--- src/rtl/irq_stim_pkg.sv ---
// Shared encodings for the interrupt stimulus generator: trigger modes,
// channel FSM states, register offsets and CTRL field positions.
package irq_stim_pkg;

  localparam logic [1:0] MODE_OFF      = 2'd0;
  localparam logic [1:0] MODE_DELAY    = 2'd1;
  localparam logic [1:0] MODE_ADDR     = 2'd2;
  localparam logic [1:0] MODE_PERIODIC = 2'd3;

  localparam logic [2:0] ST_IDLE     = 3'd0;
  localparam logic [2:0] ST_ARMED    = 3'd1;
  localparam logic [2:0] ST_FIRE     = 3'd2;
  localparam logic [2:0] ST_WAIT_ACK = 3'd3;
  localparam logic [2:0] ST_DONE     = 3'd4;

  localparam logic [1:0] REG_CTRL   = 2'd0;
  localparam logic [1:0] REG_TARGET = 2'd1;
  localparam logic [1:0] REG_WIDTH  = 2'd2;
  localparam logic [1:0] REG_RSVD   = 2'd3;

  localparam int unsigned CTRL_MODE_LSB  = 0;
  localparam int unsigned CTRL_LEVEL_BIT = 2;

  function automatic logic st_is_busy(input logic [2:0] st);
    return (st == ST_ARMED) || (st == ST_FIRE) || (st == ST_WAIT_ACK);
  endfunction

endpackage

--- src/rtl/irq_stim_channel.sv ---
// One interrupt channel: config registers, trigger/width counters and the
// IDLE/ARMED/FIRE/WAIT_ACK/DONE state machine.
module irq_stim_channel
  import irq_stim_pkg::*;
#(
  parameter int ADDR_W = 32,
  parameter int PW_W   = 8
) (
  input  logic              clk,
  input  logic              reset,
  input  logic              i_we,
  input  logic [1:0]        i_reg,
  input  logic [ADDR_W-1:0] i_data,
  input  logic [ADDR_W-1:0] i_pc,
  input  logic              i_ack,
  output logic              o_irq,
  output logic              o_irq_nxt,
  output logic              o_busy
);

  localparam logic [ADDR_W-1:0] A_ZERO = {ADDR_W{1'b0}};
  localparam logic [ADDR_W-1:0] A_ONE  = {{(ADDR_W-1){1'b0}}, 1'b1};
  localparam logic [ADDR_W-1:0] A_MAX  = {ADDR_W{1'b1}};
  localparam logic [PW_W-1:0]   P_ZERO = {PW_W{1'b0}};
  localparam logic [PW_W-1:0]   P_ONE  = {{(PW_W-1){1'b0}}, 1'b1};
  localparam logic [PW_W-1:0]   P_MAX  = {PW_W{1'b1}};

  logic [2:0]        r_state, w_state_nxt;
  logic [1:0]        r_mode;
  logic              r_level;
  logic [ADDR_W-1:0] r_target, r_cnt, w_cnt_nxt, w_tgt_m1, w_cnt_inc;
  logic [PW_W-1:0]   r_width, r_wcnt, w_wcnt_nxt, w_wid_max, w_wcnt_inc;
  logic              r_match, r_irq, w_irq_nxt, r_busy;
  logic              w_ctrl_we, w_hold, w_trig, w_done;

  // Any valid write to this channel pre-empts a trigger or ack in the same cycle.
  assign w_ctrl_we  = i_we && (i_reg == REG_CTRL);
  assign w_hold     = i_we && (i_reg != REG_RSVD);
  assign w_tgt_m1   = (r_target == A_ZERO) ? A_ZERO : (r_target - A_ONE);
  assign w_wid_max  = (r_width == P_ZERO) ? P_ONE : r_width;
  assign w_cnt_inc  = (r_cnt == A_MAX) ? r_cnt : (r_cnt + A_ONE);
  assign w_wcnt_inc = (r_wcnt == P_MAX) ? r_wcnt : (r_wcnt + P_ONE);

  assign w_trig = !w_hold && (r_state == ST_ARMED) &&
                  ((r_mode == MODE_ADDR) ? r_match : (r_cnt >= w_tgt_m1));
  assign w_done = !w_hold &&
                  (((r_state == ST_FIRE) && !r_level && (r_wcnt >= w_wid_max)) ||
                   ((r_state == ST_WAIT_ACK) && i_ack));

  // Next-state, counter and interrupt-line logic.
  always_comb begin
    w_state_nxt = r_state;
    w_cnt_nxt   = r_cnt;
    w_wcnt_nxt  = r_wcnt;
    w_irq_nxt   = r_irq;
    if (w_ctrl_we) begin
      w_cnt_nxt  = A_ZERO;
      w_wcnt_nxt = P_ZERO;
      w_irq_nxt  = 1'b0;
      if (i_data[CTRL_MODE_LSB +: 2] != MODE_OFF) begin
        w_state_nxt = ST_ARMED;
      end else begin
        w_state_nxt = ST_IDLE;
      end
    end else if (w_trig) begin
      w_state_nxt = ST_FIRE;
      w_irq_nxt   = 1'b1;
      w_wcnt_nxt  = P_ONE;
    end else if (w_done) begin
      w_irq_nxt = 1'b0;
      w_cnt_nxt = A_ZERO;
      if (r_mode == MODE_PERIODIC) begin
        w_state_nxt = ST_ARMED;
      end else begin
        w_state_nxt = ST_DONE;
      end
    end else begin
      case (r_state)
        ST_ARMED:    w_cnt_nxt = w_cnt_inc;
        ST_FIRE: begin
          if (r_level) begin
            w_state_nxt = ST_WAIT_ACK;
          end else begin
            w_wcnt_nxt = w_wcnt_inc;
          end
        end
        ST_IDLE, ST_WAIT_ACK, ST_DONE: w_state_nxt = r_state;
        default: begin
          w_state_nxt = ST_IDLE;
          w_irq_nxt   = 1'b0;
        end
      endcase
    end
  end

  // Configuration registers.
  always_ff @(posedge clk or posedge reset) begin
    if (reset) begin
      r_mode   <= MODE_OFF;
      r_level  <= 1'b0;
      r_target <= A_ZERO;
      r_width  <= P_ZERO;
    end else if (i_we) begin
      case (i_reg)
        REG_CTRL: begin
          r_mode  <= i_data[CTRL_MODE_LSB +: 2];
          r_level <= i_data[CTRL_LEVEL_BIT];
        end
        REG_TARGET: r_target <= i_data;
        REG_WIDTH:  r_width  <= i_data[PW_W-1:0];
        default:    r_width  <= r_width;
      endcase
    end
  end

  // FSM state, counters, address-match flag and registered outputs.
  always_ff @(posedge clk or posedge reset) begin
    if (reset) begin
      r_state <= ST_IDLE;
      r_cnt   <= A_ZERO;
      r_wcnt  <= P_ZERO;
      r_match <= 1'b0;
      r_irq   <= 1'b0;
      r_busy  <= 1'b0;
    end else begin
      r_state <= w_state_nxt;
      r_cnt   <= w_cnt_nxt;
      r_wcnt  <= w_wcnt_nxt;
      r_match <= (r_state == ST_ARMED) && !w_ctrl_we && (i_pc == r_target);
      r_irq   <= w_irq_nxt;
      r_busy  <= st_is_busy(w_state_nxt);
    end
  end

  assign o_irq     = r_irq;
  assign o_irq_nxt = w_irq_nxt;
  assign o_busy    = r_busy;

endmodule

--- src/rtl/irq_stim_gen.sv ---
// Multi-channel interrupt stimulus generator: config address decode, one
// channel per interrupt line, and the registered any-interrupt summary.
module irq_stim_gen
  import irq_stim_pkg::*;
#(
  parameter int N_CH   = 4,
  parameter int ADDR_W = 32,
  parameter int PW_W   = 8
) (
  input  logic                      clk,
  input  logic                      reset,
  input  logic [ADDR_W-1:0]         pc_i,
  input  logic                      cfg_we_i,
  input  logic [$clog2(N_CH)+1:0]   cfg_a_i,
  input  logic [ADDR_W-1:0]         cfg_d_i,
  input  logic [N_CH-1:0]           ack_i,
  output logic [N_CH-1:0]           irq_o,
  output logic                      irq_any_o,
  output logic [N_CH-1:0]           busy_o
);

  localparam int CH_W = (N_CH > 1) ? $clog2(N_CH) : 1;

  logic [CH_W-1:0] w_ch;
  logic [1:0]      w_reg;
  logic [N_CH-1:0] w_we, w_irq, w_irq_nxt, w_busy;
  logic            r_any;

  assign w_reg = cfg_a_i[1:0];

  // Channel indices at or above N_CH decode to no channel.
  if (N_CH > 1) begin : g_ch_idx
    assign w_ch = cfg_a_i[$clog2(N_CH)+1:2];
  end else begin : g_ch_one
    assign w_ch = 1'b0;
  end

  for (genvar i = 0; i < N_CH; i++) begin : g_ch
    assign w_we[i] = cfg_we_i && (w_ch == CH_W'(i));

    irq_stim_channel #(
      .ADDR_W (ADDR_W),
      .PW_W   (PW_W)
    ) u_ch (
      .clk       (clk),
      .reset     (reset),
      .i_we      (w_we[i]),
      .i_reg     (w_reg),
      .i_data    (cfg_d_i),
      .i_pc      (pc_i),
      .i_ack     (ack_i[i]),
      .o_irq     (w_irq[i]),
      .o_irq_nxt (w_irq_nxt[i]),
      .o_busy    (w_busy[i])
    );
  end

  // Summary line follows the channels' next-state irq so it lines up with irq_o.
  always_ff @(posedge clk or posedge reset) begin
    if (reset) begin
      r_any <= 1'b0;
    end else begin
      r_any <= |w_irq_nxt;
    end
  end

  assign irq_o     = w_irq;
  assign irq_any_o = r_any;
  assign busy_o    = w_busy;

endmodule
--- config.mk ---
export PLATFORM = sky130hd
export DESIGN_NAME = irq_stim_gen
export DESIGN_NICKNAME = d
export VERILOG_FILES = /design/src/rtl/irq_stim_pkg.sv /design/src/rtl/irq_stim_channel.sv /design/src/rtl/irq_stim_gen.sv
export SDC_FILE = /design/constraint.sdc
export NUM_CORES = 1
export LEC_CHECK = 0
export CAP_MARGIN = 25
export CELL_PAD_IN_SITES_DETAIL_PLACEMENT = 1
export CELL_PAD_IN_SITES_GLOBAL_PLACEMENT = 1
export CORE_MARGIN = 3
export CORE_UTILIZATION = 45
export CTS_BUF_LIST = sky130_fd_sc_hd__clkbuf_8
export DETAILED_ROUTE_END_ITERATION = 8
export PLACE_DENSITY = 0.77
export SETUP_SLACK_MARGIN = 0.15
export SYNTH_ARGS = -nofsm -noshare
export SYNTH_HDL_FRONTEND = slang
export SYNTH_SLANG_ARGS = --single-unit
--- constraint.sdc ---
create_clock -name clk -period 13.69 [get_ports clk]
set_input_delay 1.369 -clock clk [delete_from_list [all_inputs] [get_ports clk]]
set_output_delay 1.369 -clock clk [all_outputs]
set_load 0.02 [all_outputs]
==> run summary, run 1 <==
peak supply drop -> 74.70 uV
Clock Skew -> 0.02040 ns
Top Ports -> 84
final hold viol count -> 0
crit share post-route -> 0.4792
Crit path required time -> 14.23 ns
Mapped Cells -> 2632
critical path's slowest cell -> nand3_1
Clk pin slew, worst setup/hold paths -> 0.06 ns
Critical Path AT -> 7.10 ns
global-route wire length before repair -> 128600 um
status -> complete, no violations
Post-CTS Hold Buffers -> 0
drt drc -> 0
most area-consuming cells after synthesis -> dfrtp_1, ha_1, xor2_1
Synth Flop Type -> dfrtp_1
vias -> 20934
Unique masters post-synth -> 72
xor/xnor cell area share of the yosys netlist -> 0.1144
mux cell area share after synthesis -> 0.06708
Pins Over Slew Limit -> 0
Routed WL per cell -> 23.93 um
startpoint class of the critical path -> flop
RSZ-0062 raised after global routing -> false
combinational family with the most area after synthesis -> simple AND/OR/NAND/NOR gates
DP HPWL -> 60520 um
Setup CP Type -> flop to flop
slew margin rel. -> 0.2436
Core Rows -> 83
Layout Nets -> 2955
Slew @ Worst Pin -> 1.123 ns
area share of the largest cell type after synthesis -> 0.3727
delay-heaviest family, CP -> simple AND/OR/NAND/NOR gates
post-synthesis simple-gate area fraction -> 0.2275
R2R Path End -> irq_any_o
Hold Crit Start -> g_ch[0].u_ch.r_width[7]
first-pass iteration count of the detailed router -> 5
Die Span Y -> 236.8 um
post-cts resize count -> 0
Reg area -> 8934 um^2
worst hold margin -> 0.5134 ns
Compound-Gate Fraction of Synth Area -> 0.09486
Layout area overhead -> 12.31%
Max Buffers Root-to-Sink -> 3
CP Max Fanout -> 30
Power per Cell Area -> 148.5 nW/um^2
share of layout cells above drive strength 1 -> 0.1072
CP cell instances -> or4_1 -> or4b_2 -> or2_2 -> nor2_1 -> nand3_1 -> nor4b_1 -> nor2_1 -> ha_1 -> a21o_1 -> a221oi_1 -> o311ai_0 -> and2_1 -> nor2_1 -> o21ai_0 -> or4_1
Final Total Pwr -> 3.998 mW
syn_nets -> 2883
Max Cap Viol -> 0
adder-cell share of the synthesized area -> 0.09188
mapped cell area -> 23970 um^2
CP Launch Point -> g_ch[2].u_ch.r_target[9]
fin util -> 0.5174
GRT Resource Usage Total -> 0.2914
Post-CTS Setup Inserts -> 0
Setup Total Neg Slack -> 0 ns
Clock Root Buffer -> clkbuf_8
Post-synth EDFFs -> 0
# port buffers -> 83
Critical Path Most Common Cell -> nor2_1
worst flop-to-flop path startpoint -> g_ch[2].u_ch.r_target[9]
hold crit path type -> flop to flop
initial drt markers -> 1306
placeable core region -> 52030 um^2
FF+latch count, synth -> 357
multi-input logic area -> 14310 um^2
clk_lat worst skew -> 0.68 ns
FILL cells -> 5931
worst path buffer plus inverter count -> 0
Syn Area/Cell -> 9.106 um^2
Period minus WS final -> 6.560 ns
yosys warns -> 0
CTS tree -> done
largest net degree at the start of global routing -> 98
Final setup viols -> 0
vias in the first global route -> 22451
Detailed Route WL -> 82200 um
top cell type by total area after synthesis -> dfrtp_1
GP Congestion -> 0.9516
GRT overflow -> 0
antenna violations before repair -> 6
reg-to-reg setup timing slack -> 7.13 ns
Worst Setup EP -> irq_any_o
worst r2r path cells -> 15
CTS Buf Count -> 68
leakage -> 12.26 nW
DRT antenna net count -> 0
Die W -> 236.8 um
Synth async-reset ratio -> 1.000
Die ar. -> 56060 um^2
CP Depth -> 15
f_max -> 152.4 MHz
Worst path max stage delay -> 0.71 ns
Starting Density -> 0.4606
sequential area share after synthesis -> 0.3727
endpoint class of the critical path -> flop
CTS Sinks -> 357
Avg Vias per Cell -> 6.094
H-tree levels -> 3
## Yosys cell counts (35+ instances only)
cell	count
mux2_2	133
xor2_1	222
nand4_1	88
nor3_1	86
clkbuf_1	89
and3_1	37
inv_1	72
or3_1	60
nor4_1	74
nand3_1	67
ha_1	176
nor2_1	184
xnor2_1	91
nand2_1	336
a21oi_1	120
o21ai_0	121
or4_1	35
dfrtp_1	357
## stage by stage
stage	setup slack (ns)	instances	instance area, um^2
after floorplan	2.416	2632	23970
after global placement	7.496	3303	25360
after detailed placement	7.208	3308	25400
after CTS	7.202	3425	26800
after global routing	6.828	3432	26910
final	7.130	3435	26920
## cell families (layout without fill, tap and decap cells)
group	after synthesis	after routing
fa+ha+maj	176	176
other cells	0	4
compound gates	374	374
buf+inv	184	303
simple gates	1084	1084
flops	357	357
xor+xnor	313	313
mux	144	144
## power by group
| group | internal (mW) | leakage [nW] | total (mW) | switching (mW) |
|---|---|---|---|---|
| Clock | 0.606 | 0.777 | 1.12 | 0.510 |
| Sequential | 1.26 | 4.61 | 1.58 | 0.322 |
| Combinational | 0.541 | 6.88 | 1.30 | 0.764 |
| Total | 2.40 | 12.3 | 4.00 | 1.59 |
## worst min path at each step
stage,end,slack (ns),depth (start not counted)
after CTS,g_ch[0].u_ch.r_width[7],0.52,1
final,g_ch[0].u_ch.r_width[7],0.51,1
after global placement,g_ch[3].u_ch.r_mode[1],0.48,2
after global routing,g_ch[1].u_ch.r_width[0],0.53,1
after detailed placement,g_ch[2].u_ch.r_width[0],0.50,1
after floorplan,g_ch[3].u_ch.r_mode[1],0.46,2
## registers in the layout, summed over array words and instances, names as in the netlist
register,flops
g_ch.u_ch.r_wcnt,32
g_ch.u_ch.r_target,128
g_ch.u_ch.r_cnt,128
g_ch.u_ch.r_level,4
g_ch.u_ch.o_busy,4
g_ch.u_ch.r_match,4
g_ch.u_ch.r_width,32
irq_any_o,1
g_ch.u_ch.r_state,12
g_ch.u_ch.r_mode,8
g_ch.u_ch.o_irq,4
## placed cells by master, fill, tap and decap left out, types with 12 or more instances in the layout
| cell | n |
|---|---|
| nand3_1 | 67 |
| a21o_1 | 25 |
| nor3_1 | 86 |
| nor4_1 | 74 |
| dfrtp_1 | 357 |
| or3_1 | 60 |
| mux2_2 | 133 |
| o211ai_1 | 12 |
| ha_1 | 176 |
| o21ai_0 | 119 |
| clkbuf_8 | 86 |
| and3_1 | 37 |
| and2_1 | 14 |
| nand4_1 | 88 |
| nand2b_1 | 32 |
| buf_4 | 22 |
| or4_1 | 35 |
| xor2_1 | 222 |
| and4_1 | 17 |
| clkdlybuf4s50_1 | 83 |
| nand2_1 | 336 |
| inv_1 | 86 |
| nor2_1 | 181 |
| a21oi_1 | 120 |
| o31ai_1 | 15 |
| xnor2_1 | 91 |
## metal layers
layer | routed length, um | vias up | global-route usage
met5 | 0 | - | 0
met4 | 3737 | 0 | 0.1246
met3 | 5087 | 215 | 0.06697
met2 | 38440 | 534 | 0.4755
met1 | 34940 | 10630 | 0.3713
li1 | - | 9555 | -
## layout make-up
type / count / share of cell area
antenna: 4 / 0.0003719
clock buffer: 86 / 0.04397
clock inverter: 31 / 0.008042
inverter: 72 / 0.01032
multi-input combinational: 2091 / 0.5317
sequential: 357 / 0.3319
tap: 680 / 0.03161
timing repair buffer: 114 / 0.04207
Power figures use the tool's default switching activity.
==> run 2, diff against run 1 <==
==> constraint.sdc (replaced) <==
create_clock -name clk -period 6.22 [get_ports clk]
set_input_delay 0.622 -clock clk [delete_from_list [all_inputs] [get_ports clk]]
set_output_delay 0.622 -clock clk [all_outputs]
set_load 0.02 [all_outputs]
==> run summary, run 2 (same netlist as run 1, synthesis figures left out) <==
status -> complete, no violations
Pins Over Slew Limit -> 0
GRT Resource Usage Total -> 0.2923
Clock Root Buffer -> clkbuf_8
Setup Total Neg Slack -> 0 ns
startpoint class of the critical path -> flop
leakage -> 12.29 nW
Max Cap Viol -> 0
Clk pin slew, worst setup/hold paths -> 0.06 ns
final hold viol count -> 0
largest net degree at the start of global routing -> 164
drt drc -> 0
GRT overflow -> 0
post-cts resize count -> 0
Core Rows -> 83
share of layout cells above drive strength 1 -> 0.1098
RSZ-0062 raised after global routing -> false
Period minus WS final -> 5.673 ns
Post-CTS Setup Inserts -> 0
Slew @ Worst Pin -> 1.253 ns
Layout area overhead -> 12.47%
Worst path max stage delay -> 0.63 ns
CP cell instances -> or4_1 -> nor4_1 -> nand4_1 -> or3_1 -> nor3_1 -> xor2_1 -> nand2_1 -> ha_1 -> nand4_1 -> or4_1 -> nor4_1 -> a211o_1 -> buf_4 -> nor3_1 -> xnor2_1 -> nor2_1
Die Span Y -> 236.8 um
R2R Path End -> g_ch[0].u_ch.r_cnt[4]
Critical Path AT -> 6.18 ns
placement-stage cell area -> 25470 um^2
Die W -> 236.8 um
worst flop-to-flop path startpoint -> g_ch[0].u_ch.r_target[8]
global-route wire length before repair -> 128700 um
GP Congestion -> 0.9105
most frequent cells in the layout -> dfrtp_1, nand2_1, xor2_1
Power per Cell Area -> 329.8 nW/um^2
Starting Density -> 0.4606
f_max -> 176.3 MHz
most common cell after layout, fill and taps aside -> dfrtp_1
Routed WL per cell -> 23.94 um
biggest regs -> g_ch.u_ch.r_cnt: 128 flops, g_ch.u_ch.r_target: 128 flops
Clock Skew -> 0.03603 ns
# port buffers -> 83
Crit path required time -> 6.72 ns
Detailed Route WL -> 82450 um
clk_lat worst skew -> 0.66 ns
vias in the first global route -> 22499
Setup CP Type -> flop to flop
crit share post-route -> 0.9121
Avg Vias per Cell -> 6.121
CTS Sinks -> 357
Layout Nets -> 2958
antenna violations before repair -> 4
slew margin rel. -> 0.1647
worst r2r path cells -> 16
critical path's slowest cell -> or4_1
Max Buffers Root-to-Sink -> 3
Top Ports -> 84
first-pass iteration count of the detailed router -> 5
reg-to-reg setup timing slack -> 0.55 ns
CTS Buf Count -> 68
peak supply drop -> 173.2 uV
DRT antenna net count -> 0
initial drt markers -> 1405
placeable core region -> 52030 um^2
vias -> 21080
CTS tree -> done
endpoint class of the critical path -> flop
post-route cell area -> 26960 um^2
Post-CTS Hold Buffers -> 0
Die ar. -> 56060 um^2
Final setup viols -> 0
CP Max Fanout -> 20
H-tree levels -> 3
DP HPWL -> 60440 um
hold crit path type -> primary input to asynchronous set/reset pin
==> run 2: cell count changes in the layout (fill, tap and decap cells not counted), sizes merged <==
cell    before  now
buf         30   34
clkinv       7    9
bufinv       2    3
clkbuf      87   88
diode        4    5
==> run 2: metal layers <==
metal	global-route usage	routed length, um	up-vias	share of wire
li1	-	-	9539	-
met1	0.3678	33850	10718	0.41
met2	0.4844	39090	643	0.47
met3	0.06278	6123	176	0.074
met4	0.1274	3364	4	0.041
met5	0	27	-	0.00033
==> run 2: worst max path at each step <==
| stage | start | to | slack (ns) | depth (start not counted) |
|---|---|---|---|---|
| after floorplan | reset | g_ch[0].u_ch.o_busy | 0.81 | 1 |
| after global placement | g_ch[2].u_ch.r_target[9] | irq_any_o | 0.82 | 19 |
| after detailed placement | g_ch[3].u_ch.r_target[16] | irq_any_o | 0.61 | 16 |
| after CTS | g_ch[2].u_ch.r_target[9] | irq_any_o | 0.61 | 19 |
| after global routing | g_ch[0].u_ch.r_target[8] | g_ch[0].u_ch.r_cnt[4] | 0.15 | 16 |
| final | g_ch[0].u_ch.r_target[8] | g_ch[0].u_ch.r_cnt[4] | 0.55 | 16 |
==> run 2: power by group <==
part / internal, mW / leakage [nW] / switching, mW
sequential: 2.76 / 4.61 / 0.720
combinational: 1.19 / 6.87 / 1.68
clock: 1.41 / 0.816 / 1.13
total: 5.37 / 12.3 / 3.52
==> run 2: area by class of cell <==
cell class                      instances  area (um^2)
Inverter                               72        274.0
Fill cell                            5885        25070
Clock buffer                           88         1211
Antenna cell                            5        12.51
Clock inverter                         34        255.2
Multi-Input combinational cell       2091        14310
Sequential cell                       357         8934
Timing Repair Buffer                  117         1106
Tap cell                              680        850.8
==> run 2: worst max-delay path, delay by kind of cell, from the launching register on <==
| family | cells | cell delay [ns] |
|---|---|---|
| DFF | 1 | 0.46 |
| buffers and inverters | 1 | 0.32 |
| AOI/OAI and AO/OA | 1 | 0.63 |
| and+or+nand+nor | 11 | 3.43 |
| adders and majority gates | 1 | 0.32 |
| xor gates and xnor gates | 2 | 0.34 |
==> run 2: per-stage QoR <==
| stage | utilization | cells | hold WS, ns | worst slack (ns) | total power [mW] |
|---|---|---|---|---|---|
| after floorplan | - | 2632 | 0.4613 | 0.8137 | 5.264 |
| after global placement | 0.4895 | 3315 | 0.4905 | 0.8196 | 6.123 |
| final | 0.5181 | 3444 | 0.3119 | 0.5466 | 8.889 |
| after global routing | 0.5179 | 3440 | 0.3154 | 0.1535 | 9.461 |
| after CTS | 0.5177 | 3437 | 0.2842 | 0.6082 | 8.914 |
| after detailed placement | 0.4895 | 3315 | 0.4972 | 0.6078 | 6.334 |
